==> src/rtl/flash_arbiter_if.sv <==
// rtl/flash_arbiter_if.sv - requester and flash-slave bus bundle for flash_arbiter
interface flash_arbiter_if;
    logic [23:0] m0_adr_i;
    logic [31:0] m0_dat_i;
    logic        m0_we_i;
    logic        m0_stb_i;
    logic [31:0] m0_dat_o;
    logic        m0_ack_o;
    logic        m0_err_o;
    logic [23:0] m1_adr_i;
    logic [31:0] m1_dat_i;
    logic        m1_we_i;
    logic        m1_stb_i;
    logic [31:0] m1_dat_o;
    logic        m1_ack_o;
    logic        m1_err_o;
    logic [23:0] s_adr_o;
    logic [31:0] s_dat_o;
    logic        s_we_o;
    logic        s_stb_o;
    logic [31:0] s_dat_i;
    logic        s_ack_i;
    logic        s_rty_i;

    // slave: the arbiter's view; master: the surrounding requesters and flash model
    modport slave (
        input  m0_adr_i, m0_dat_i, m0_we_i, m0_stb_i,
        output m0_dat_o, m0_ack_o, m0_err_o,
        input  m1_adr_i, m1_dat_i, m1_we_i, m1_stb_i,
        output m1_dat_o, m1_ack_o, m1_err_o,
        output s_adr_o, s_dat_o, s_we_o, s_stb_o,
        input  s_dat_i, s_ack_i, s_rty_i
    );
    modport master (
        output m0_adr_i, m0_dat_i, m0_we_i, m0_stb_i,
        input  m0_dat_o, m0_ack_o, m0_err_o,
        output m1_adr_i, m1_dat_i, m1_we_i, m1_stb_i,
        input  m1_dat_o, m1_ack_o, m1_err_o,
        input  s_adr_o, s_dat_o, s_we_o, s_stb_o,
        output s_dat_i, s_ack_i, s_rty_i
    );
endinterface

==> src/rtl/flash_arbiter.sv <==
// rtl/flash_arbiter.sv - round-robin two-requester arbiter for the SPI flash slave with retry and timeout
module flash_arbiter #(
    parameter int RETRY_GAP = 64,
    parameter int MAX_RETRY = 255,
    parameter int TIMEOUT   = 4096
) (
    input  logic           clk_i,
    input  logic           rst_ni,
    flash_arbiter_if.slave bus,
    output logic           busy_o,
    output logic           grant_o
);
    localparam int RW = (MAX_RETRY > 0) ? $clog2(MAX_RETRY + 1) : 1;
    localparam int GW = $clog2(RETRY_GAP + 1);
    localparam int TW = $clog2(TIMEOUT + 1);
    localparam logic [RW-1:0] RETRY_LAST = RW'(MAX_RETRY);
    localparam logic [GW-1:0] GAP_LOAD   = GW'(RETRY_GAP);
    localparam logic [TW-1:0] TMR_LAST   = TW'(TIMEOUT - 1);

    typedef enum logic [1:0] {S_IDLE, S_ISSUE, S_WAIT_GAP, S_DONE} state_t;

    state_t        state, state_n;
    logic          last, last_n, grant_n, busy_n;
    logic [23:0]   adr, adr_n;
    logic [31:0]   wdat, wdat_n;
    logic          we, we_n, stb, stb_n;
    logic [31:0]   m0_rdat, m0_rdat_n, m1_rdat, m1_rdat_n;
    logic          m0_ack, m0_ack_n, m0_err, m0_err_n;
    logic          m1_ack, m1_ack_n, m1_err, m1_err_n;
    logic [RW-1:0] retry, retry_n;
    logic [GW-1:0] gap, gap_n;
    logic [TW-1:0] tmr, tmr_n;
    logic          req, pick;

    always_ff @(posedge clk_i or negedge rst_ni) begin
        if (!rst_ni) begin
            state   <= S_IDLE;
            last    <= 1'b1;
            grant_o <= 1'b0;
            busy_o  <= 1'b0;
            adr     <= '0;
            wdat    <= '0;
            we      <= 1'b0;
            stb     <= 1'b0;
            m0_rdat <= '0;
            m1_rdat <= '0;
            m0_ack  <= 1'b0;
            m0_err  <= 1'b0;
            m1_ack  <= 1'b0;
            m1_err  <= 1'b0;
            retry   <= '0;
            gap     <= '0;
            tmr     <= '0;
        end else begin
            state   <= state_n;
            last    <= last_n;
            grant_o <= grant_n;
            busy_o  <= busy_n;
            adr     <= adr_n;
            wdat    <= wdat_n;
            we      <= we_n;
            stb     <= stb_n;
            m0_rdat <= m0_rdat_n;
            m1_rdat <= m1_rdat_n;
            m0_ack  <= m0_ack_n;
            m0_err  <= m0_err_n;
            m1_ack  <= m1_ack_n;
            m1_err  <= m1_err_n;
            retry   <= retry_n;
            gap     <= gap_n;
            tmr     <= tmr_n;
        end
    end

    always_comb begin
        state_n   = state;
        last_n    = last;
        grant_n   = grant_o;
        adr_n     = adr;
        wdat_n    = wdat;
        we_n      = we;
        stb_n     = stb;
        m0_rdat_n = m0_rdat;
        m1_rdat_n = m1_rdat;
        m0_ack_n  = 1'b0;
        m0_err_n  = 1'b0;
        m1_ack_n  = 1'b0;
        m1_err_n  = 1'b0;
        retry_n   = retry;
        gap_n     = gap;
        tmr_n     = tmr;
        req       = bus.m0_stb_i | bus.m1_stb_i;
        // On a tie the requester that did not win last time goes next
        pick      = (bus.m0_stb_i && bus.m1_stb_i) ? ~last : bus.m1_stb_i;

        case (state)
            S_IDLE: begin
                if (req) begin
                    grant_n = pick;
                    last_n  = pick;
                    adr_n   = pick ? bus.m1_adr_i : bus.m0_adr_i;
                    wdat_n  = pick ? bus.m1_dat_i : bus.m0_dat_i;
                    we_n    = pick ? bus.m1_we_i  : bus.m0_we_i;
                    retry_n = '0;
                    tmr_n   = '0;
                    stb_n   = 1'b1;
                    state_n = S_ISSUE;
                end
            end
            S_ISSUE: begin
                if (tmr != TMR_LAST) tmr_n = tmr + TW'(1);
                if (bus.s_ack_i) begin
                    stb_n   = 1'b0;
                    state_n = S_DONE;
                    if (grant_o) begin
                        m1_rdat_n = bus.s_dat_i;
                        m1_ack_n  = 1'b1;
                    end else begin
                        m0_rdat_n = bus.s_dat_i;
                        m0_ack_n  = 1'b1;
                    end
                end else if (bus.s_rty_i && retry != RETRY_LAST) begin
                    stb_n   = 1'b0;
                    retry_n = retry + RW'(1);
                    gap_n   = GAP_LOAD;
                    state_n = S_WAIT_GAP;
                end else if (bus.s_rty_i || tmr == TMR_LAST) begin
                    stb_n    = 1'b0;
                    state_n  = S_DONE;
                    m1_err_n = grant_o;
                    m0_err_n = ~grant_o;
                end
            end
            S_WAIT_GAP: begin
                if (gap == GW'(1)) begin
                    stb_n   = 1'b1;
                    tmr_n   = '0;
                    state_n = S_ISSUE;
                end else begin
                    gap_n = gap - GW'(1);
                end
            end
            default: state_n = S_IDLE;
        endcase

        busy_n = (state_n != S_IDLE);
    end

    assign bus.s_adr_o  = adr;
    assign bus.s_dat_o  = wdat;
    assign bus.s_we_o   = we;
    assign bus.s_stb_o  = stb;
    assign bus.m0_dat_o = m0_rdat;
    assign bus.m1_dat_o = m1_rdat;
    assign bus.m0_ack_o = m0_ack;
    assign bus.m0_err_o = m0_err;
    assign bus.m1_ack_o = m1_ack;
    assign bus.m1_err_o = m1_err;
endmodule

==> src/flat_wrapper.sv <==
// flat-port wrapper written by rule: the top's interface ports become plain ports
module flash_arbiter_flat 
#(
    parameter int RETRY_GAP = 64,
    parameter int MAX_RETRY = 255,
    parameter int TIMEOUT   = 4096
)
  (clk_i, rst_ni, busy_o, grant_o, bus_m0_adr_i, bus_m0_dat_i, bus_m0_we_i, bus_m0_stb_i, bus_m0_dat_o, bus_m0_ack_o, bus_m0_err_o, bus_m1_adr_i, bus_m1_dat_i, bus_m1_we_i, bus_m1_stb_i, bus_m1_dat_o, bus_m1_ack_o, bus_m1_err_o, bus_s_adr_o, bus_s_dat_o, bus_s_we_o, bus_s_stb_o, bus_s_dat_i, bus_s_ack_i, bus_s_rty_i);
  flash_arbiter_if bus_i ();
  input  logic clk_i;
  input  logic rst_ni;
  output logic busy_o;
  output logic grant_o;
  input wire logic [$bits(bus_i.m0_adr_i)-1:0] bus_m0_adr_i;
  input wire logic [$bits(bus_i.m0_dat_i)-1:0] bus_m0_dat_i;
  input wire logic [$bits(bus_i.m0_we_i)-1:0] bus_m0_we_i;
  input wire logic [$bits(bus_i.m0_stb_i)-1:0] bus_m0_stb_i;
  output wire logic [$bits(bus_i.m0_dat_o)-1:0] bus_m0_dat_o;
  output wire logic [$bits(bus_i.m0_ack_o)-1:0] bus_m0_ack_o;
  output wire logic [$bits(bus_i.m0_err_o)-1:0] bus_m0_err_o;
  input wire logic [$bits(bus_i.m1_adr_i)-1:0] bus_m1_adr_i;
  input wire logic [$bits(bus_i.m1_dat_i)-1:0] bus_m1_dat_i;
  input wire logic [$bits(bus_i.m1_we_i)-1:0] bus_m1_we_i;
  input wire logic [$bits(bus_i.m1_stb_i)-1:0] bus_m1_stb_i;
  output wire logic [$bits(bus_i.m1_dat_o)-1:0] bus_m1_dat_o;
  output wire logic [$bits(bus_i.m1_ack_o)-1:0] bus_m1_ack_o;
  output wire logic [$bits(bus_i.m1_err_o)-1:0] bus_m1_err_o;
  output wire logic [$bits(bus_i.s_adr_o)-1:0] bus_s_adr_o;
  output wire logic [$bits(bus_i.s_dat_o)-1:0] bus_s_dat_o;
  output wire logic [$bits(bus_i.s_we_o)-1:0] bus_s_we_o;
  output wire logic [$bits(bus_i.s_stb_o)-1:0] bus_s_stb_o;
  input wire logic [$bits(bus_i.s_dat_i)-1:0] bus_s_dat_i;
  input wire logic [$bits(bus_i.s_ack_i)-1:0] bus_s_ack_i;
  input wire logic [$bits(bus_i.s_rty_i)-1:0] bus_s_rty_i;
  assign bus_i.m0_adr_i = bus_m0_adr_i;
  assign bus_i.m0_dat_i = bus_m0_dat_i;
  assign bus_i.m0_we_i = bus_m0_we_i;
  assign bus_i.m0_stb_i = bus_m0_stb_i;
  assign bus_m0_dat_o = bus_i.m0_dat_o;
  assign bus_m0_ack_o = bus_i.m0_ack_o;
  assign bus_m0_err_o = bus_i.m0_err_o;
  assign bus_i.m1_adr_i = bus_m1_adr_i;
  assign bus_i.m1_dat_i = bus_m1_dat_i;
  assign bus_i.m1_we_i = bus_m1_we_i;
  assign bus_i.m1_stb_i = bus_m1_stb_i;
  assign bus_m1_dat_o = bus_i.m1_dat_o;
  assign bus_m1_ack_o = bus_i.m1_ack_o;
  assign bus_m1_err_o = bus_i.m1_err_o;
  assign bus_s_adr_o = bus_i.s_adr_o;
  assign bus_s_dat_o = bus_i.s_dat_o;
  assign bus_s_we_o = bus_i.s_we_o;
  assign bus_s_stb_o = bus_i.s_stb_o;
  assign bus_i.s_dat_i = bus_s_dat_i;
  assign bus_i.s_ack_i = bus_s_ack_i;
  assign bus_i.s_rty_i = bus_s_rty_i;
  flash_arbiter #(.RETRY_GAP(RETRY_GAP), .MAX_RETRY(MAX_RETRY), .TIMEOUT(TIMEOUT)) u_core (.clk_i(clk_i), .rst_ni(rst_ni), .bus(bus_i), .busy_o(busy_o), .grant_o(grant_o));
endmodule
==> config.mk <==
export PLATFORM = sky130hd
export DESIGN_NAME = flash_arbiter_flat
export DESIGN_NICKNAME = d
export VERILOG_FILES = /design/src/rtl/flash_arbiter_if.sv /design/src/rtl/flash_arbiter.sv /design/src/flat_wrapper.sv
export SDC_FILE = /design/constraint.sdc
export NUM_CORES = 1
export LEC_CHECK = 0
export ABC_AREA = 0
export BUFFER_PORTS_ARGS = -buffer_cell sky130_fd_sc_hd__clkbuf_2
export CAP_MARGIN = 30
export CORE_MARGIN = 3
export CORE_UTILIZATION = 48
export DETAILED_ROUTE_END_ITERATION = 10
export GPL_ROUTABILITY_DRIVEN = 0
export GPL_TIMING_DRIVEN = 1
export MAX_ROUTING_LAYER = met4
export PLACE_DENSITY_LB_ADDON = 0.15
export SYNTH_ARGS = -nofsm -noshare
export SYNTH_HDL_FRONTEND = slang
export SYNTH_SLANG_ARGS = --single-unit
==> constraint.sdc <==
create_clock -name clk_i -period 2.8 [get_ports clk_i]
set_input_delay 0.14 -clock clk_i [delete_from_list [all_inputs] [get_ports clk_i]]
set_output_delay 0.14 -clock clk_i [all_outputs]
set_load 0.05 [all_outputs]
==> impl_metrics.json <==
{
  "overflow": 0,
  "ys.flop_type": "dfrtp_1",
  "vias_per_cell": 5.12,
  "power_density_nw_per_um2": 524,
  "multi_input_area_um2": 2700,
  "layout_commonest_cell": "clkbuf_2",
  "irDropWorstVdd_uv": 447,
  "drt_pass1_iterations": 4,
  "antenna_found_initial": 0,
  "synth.distinct_cells": 42,
  "nets": 1049,
  "h-tree-depth": 4,
  "crit_chain": "inv_1, ha_1, nor2b_1, a21oi_2, or4_4, or3_1, a21oi_1",
  "grt_use_total_pct": 24.3,
  "path_clk_slew_ns": 0.06,
  "min_period_ns": 2.08,
  "io_pins": 280,
  "grtUsageMet1_pct": 26.7,
  "area_delta_synth_final_pct": 38.5,
  "p_comb_share_pct": 6.0,
  "intPower_mw": 3.94,
  "dieArea_um2": 15600,
  "clock.fmax_mhz": 480,
  "synth-edff-count": 0,
  "diodes": 0,
  "register_area_um2": 3980,
  "ant_nets": 0,
  "power.leakage_nw": 5.09,
  "start_kind": "flop",
  "tightest_slew_ns": 0.803,
  "maxCapViolCount": 0,
  "p_sw_mw": 0.992,
  "die_h_um": 125,
  "cts.sink_count": 159,
  "tns_ns": 0,
  "pwr-share-clk_pct": 47.3,
  "postCtsSetupBuffers": 0,
  "drt_iter0_drc": 276,
  "clock_latency_ns": 0.42,
  "ys_seq_elements": 159,
  "cts_resized": 0,
  "syn_area_um2": 6790,
  "arrival_ns": 2.42,
  "n_fill_cell": 1039,
  "cts-buffers-inserted": 17,
  "worstHoldPathType": "primary input to flop",
  "die_w_um": 125,
  "crit_family": "simple AND/OR/NAND/NOR gates",
  "relSlewSlack_pct": 45.6,
  "clk_path_buf_depth": 2,
  "hold_viol_final": 0,
  "drive_gt1_share_pct": 43.5,
  "cts_tree": "yes",
  "final_cell_mix": "clkbuf_2 (278), dfrtp_1 (158), nand2_1 (78)",
  "p_seq_share_pct": 46.6,
  "rsz0062_at_grt": "false",
  "finalCoreUtilization_pct": 69.4,
  "cp.required_ns": 3.13,
  "grt_pass1_vias": 5931,
  "setup-violations-final": 0,
  "path_buf_inv": 1,
  "use_met2_pct": 44.5,
  "synthCells": 574,
  "yosysWarnings": 0,
  "synthArstFlopShare_pct": 100,
  "dp_hpwl_um": 13700,
  "start_util_pct": 50.1,
  "fin_crit_sh_pct": 74.4,
  "outcome": "completed",
  "drc_errors": 0,
  "coreArea_um2": 13600,
  "critPathMaxFanout": 4,
  "slowest_stage": "or4_4",
  "drt_wl_total_um": 18200,
  "fin_worst_skew_ns": 0.00853,
  "p_sw_share_pct": 20.1,
  "slowest_delay_ns": 0.53,
  "postCtsHoldBufs": 35,
  "grt_busiest_layer": "met2",
  "drv_slew": 0,
  "grt_pass1_wl_um": 29600,
  "synth_nets": 730,
  "grt_max_degree": 107,
  "use_met3_pct": 4.90,
  "path_class": "flop to flop",
  "port_buffers": 279,
  "syn_area_per_cell_um2": 11.8,
  "vias": 5522,
  "cp-end-kind": "flop",
  "rows": 42,
  "synth_seq_area_share_pct": 58.6,
  "cts-root-buf": "clkbuf_16",
  "post_drt_wl_per_cell_um": 16.9
}
[flip-flops by register name, summed over array words and instances, names as in the netlist]
register and count:
u_core.bus.m0_dat_o 32, u_core.bus.m1_dat_o 32, u_core.bus.s_dat_o 32, u_core.bus.s_adr_o 24, u_core.tmr 13, u_core.retry 8, u_core.gap 7, u_core.state 2
u_core.bus.m0_ack_o 1, u_core.bus.m0_err_o 1, u_core.bus.m1_ack_o 1, u_core.bus.m1_err_o 1, u_core.bus.s_stb_o 1, u_core.bus.s_we_o 1, u_core.busy_o 1, u_core.grant_o 1
u_core.last 1
[per-layer routing]
metal | vias up | share of wire, % | wire length, µm
met5 | - | 0 | 0
met4 | 0 | 2.1 | 379
met3 | 28 | 4.8 | 873
met2 | 190 | 55 | 10000
met1 | 2660 | 38 | 6920
li1 | 2644 | - | -
[worst min-delay path, cell delays in order]
cell and delay (ns):
clkbuf_2 0.07, mux2i_1 0.05, o21ai_0 0.13
[logic make-up after synthesis]
group                      count (synthesis)  share of synthesized area (%)
DFF                                      159                           58.6
buffers and inverters                     35                           2.04
AOI/OAI and AO/OA                         94                           7.72
and+or+nand+nor                          143                           9.50
muxes                                    124                           19.5
xor gates and xnor gates                  15                           1.93
adders and majority gates                  4                          0.737
[cells in the mapped netlist (all sizes together), types with 8 or more instances]
cell type / n / area [µm²]
mux2: 65 / 732
mux2i: 59 / 591
buf: 9 / 41.3
dfrtp: 158 / 3950
o21ai: 70 / 350
nand2: 78 / 293
nor2: 23 / 86.3
nand3: 11 / 55.1
a21oi: 8 / 43.8
clkbuf: 20 / 75.1
xnor2: 10 / 87.6
[cell type report]
class | instances | area share (%)
clock buffer | 23 | 5.19
clock inverter | 6 | 1.14
inverter | 6 | 0.239
multi-input combinational | 380 | 28.7
sequential | 159 | 42.3
tap | 176 | 2.34
timing repair buffer | 329 | 20.1
[final timing paths]
kind                                                 endpoint                                from  slack [ns]  depth (start not counted)
hold / removal             u_core.bus.s_adr_o[11]$_DFFE_PN0P_                    bus_m0_adr_i[11]       0.008                          3
setup reg to reg                   u_core.tmr[11]$_DFFE_PN0P_           u_core.gap[1]$_DFFE_PN0P_        0.72                          7
max in group asynchronous  u_core.bus.m0_dat_o[6]$_DFFE_PN0P_                              rst_ni        1.61                          3
hold reg to reg            u_core.bus.s_dat_o[13]$_DFFE_PN0P_  u_core.bus.s_dat_o[13]$_DFFE_PN0P_        0.48                          2
min in group asynchronous           u_core.tmr[6]$_DFFE_PN0P_                              rst_ni        0.33                          2
setup / recovery                   u_core.tmr[11]$_DFFE_PN0P_           u_core.gap[1]$_DFFE_PN0P_        0.72                          7
[per-stage QoR]
step	instances	power [mW]	hold slack (ns)	setup WS (ns)	cell area, µm²
final	1079	4.93	0.00769	0.716	9410
after global routing	1079	5.11	0.0176	0.519	9410
after CTS	1079	4.98	0.000355	0.712	9410
after detailed placement	1015	2.60	0.229	0.735	8460
after global placement	1015	2.59	0.218	0.760	8460
after floorplan	574	2.41	-0.156	0.845	6790
[power by group through the flow]
stage,clock (mW),combinational [mW],sequential [mW]
2_1_floorplan,0,0.0692,2.34
3_3_place_gp,0,0.252,2.34
3_5_place_dp,0,0.261,2.34
4_1_cts,2.38,0.302,2.30
5_1_grt,2.48,0.330,2.30
6_report,2.33,0.297,2.30
Power figures use the tool's default switching activity.
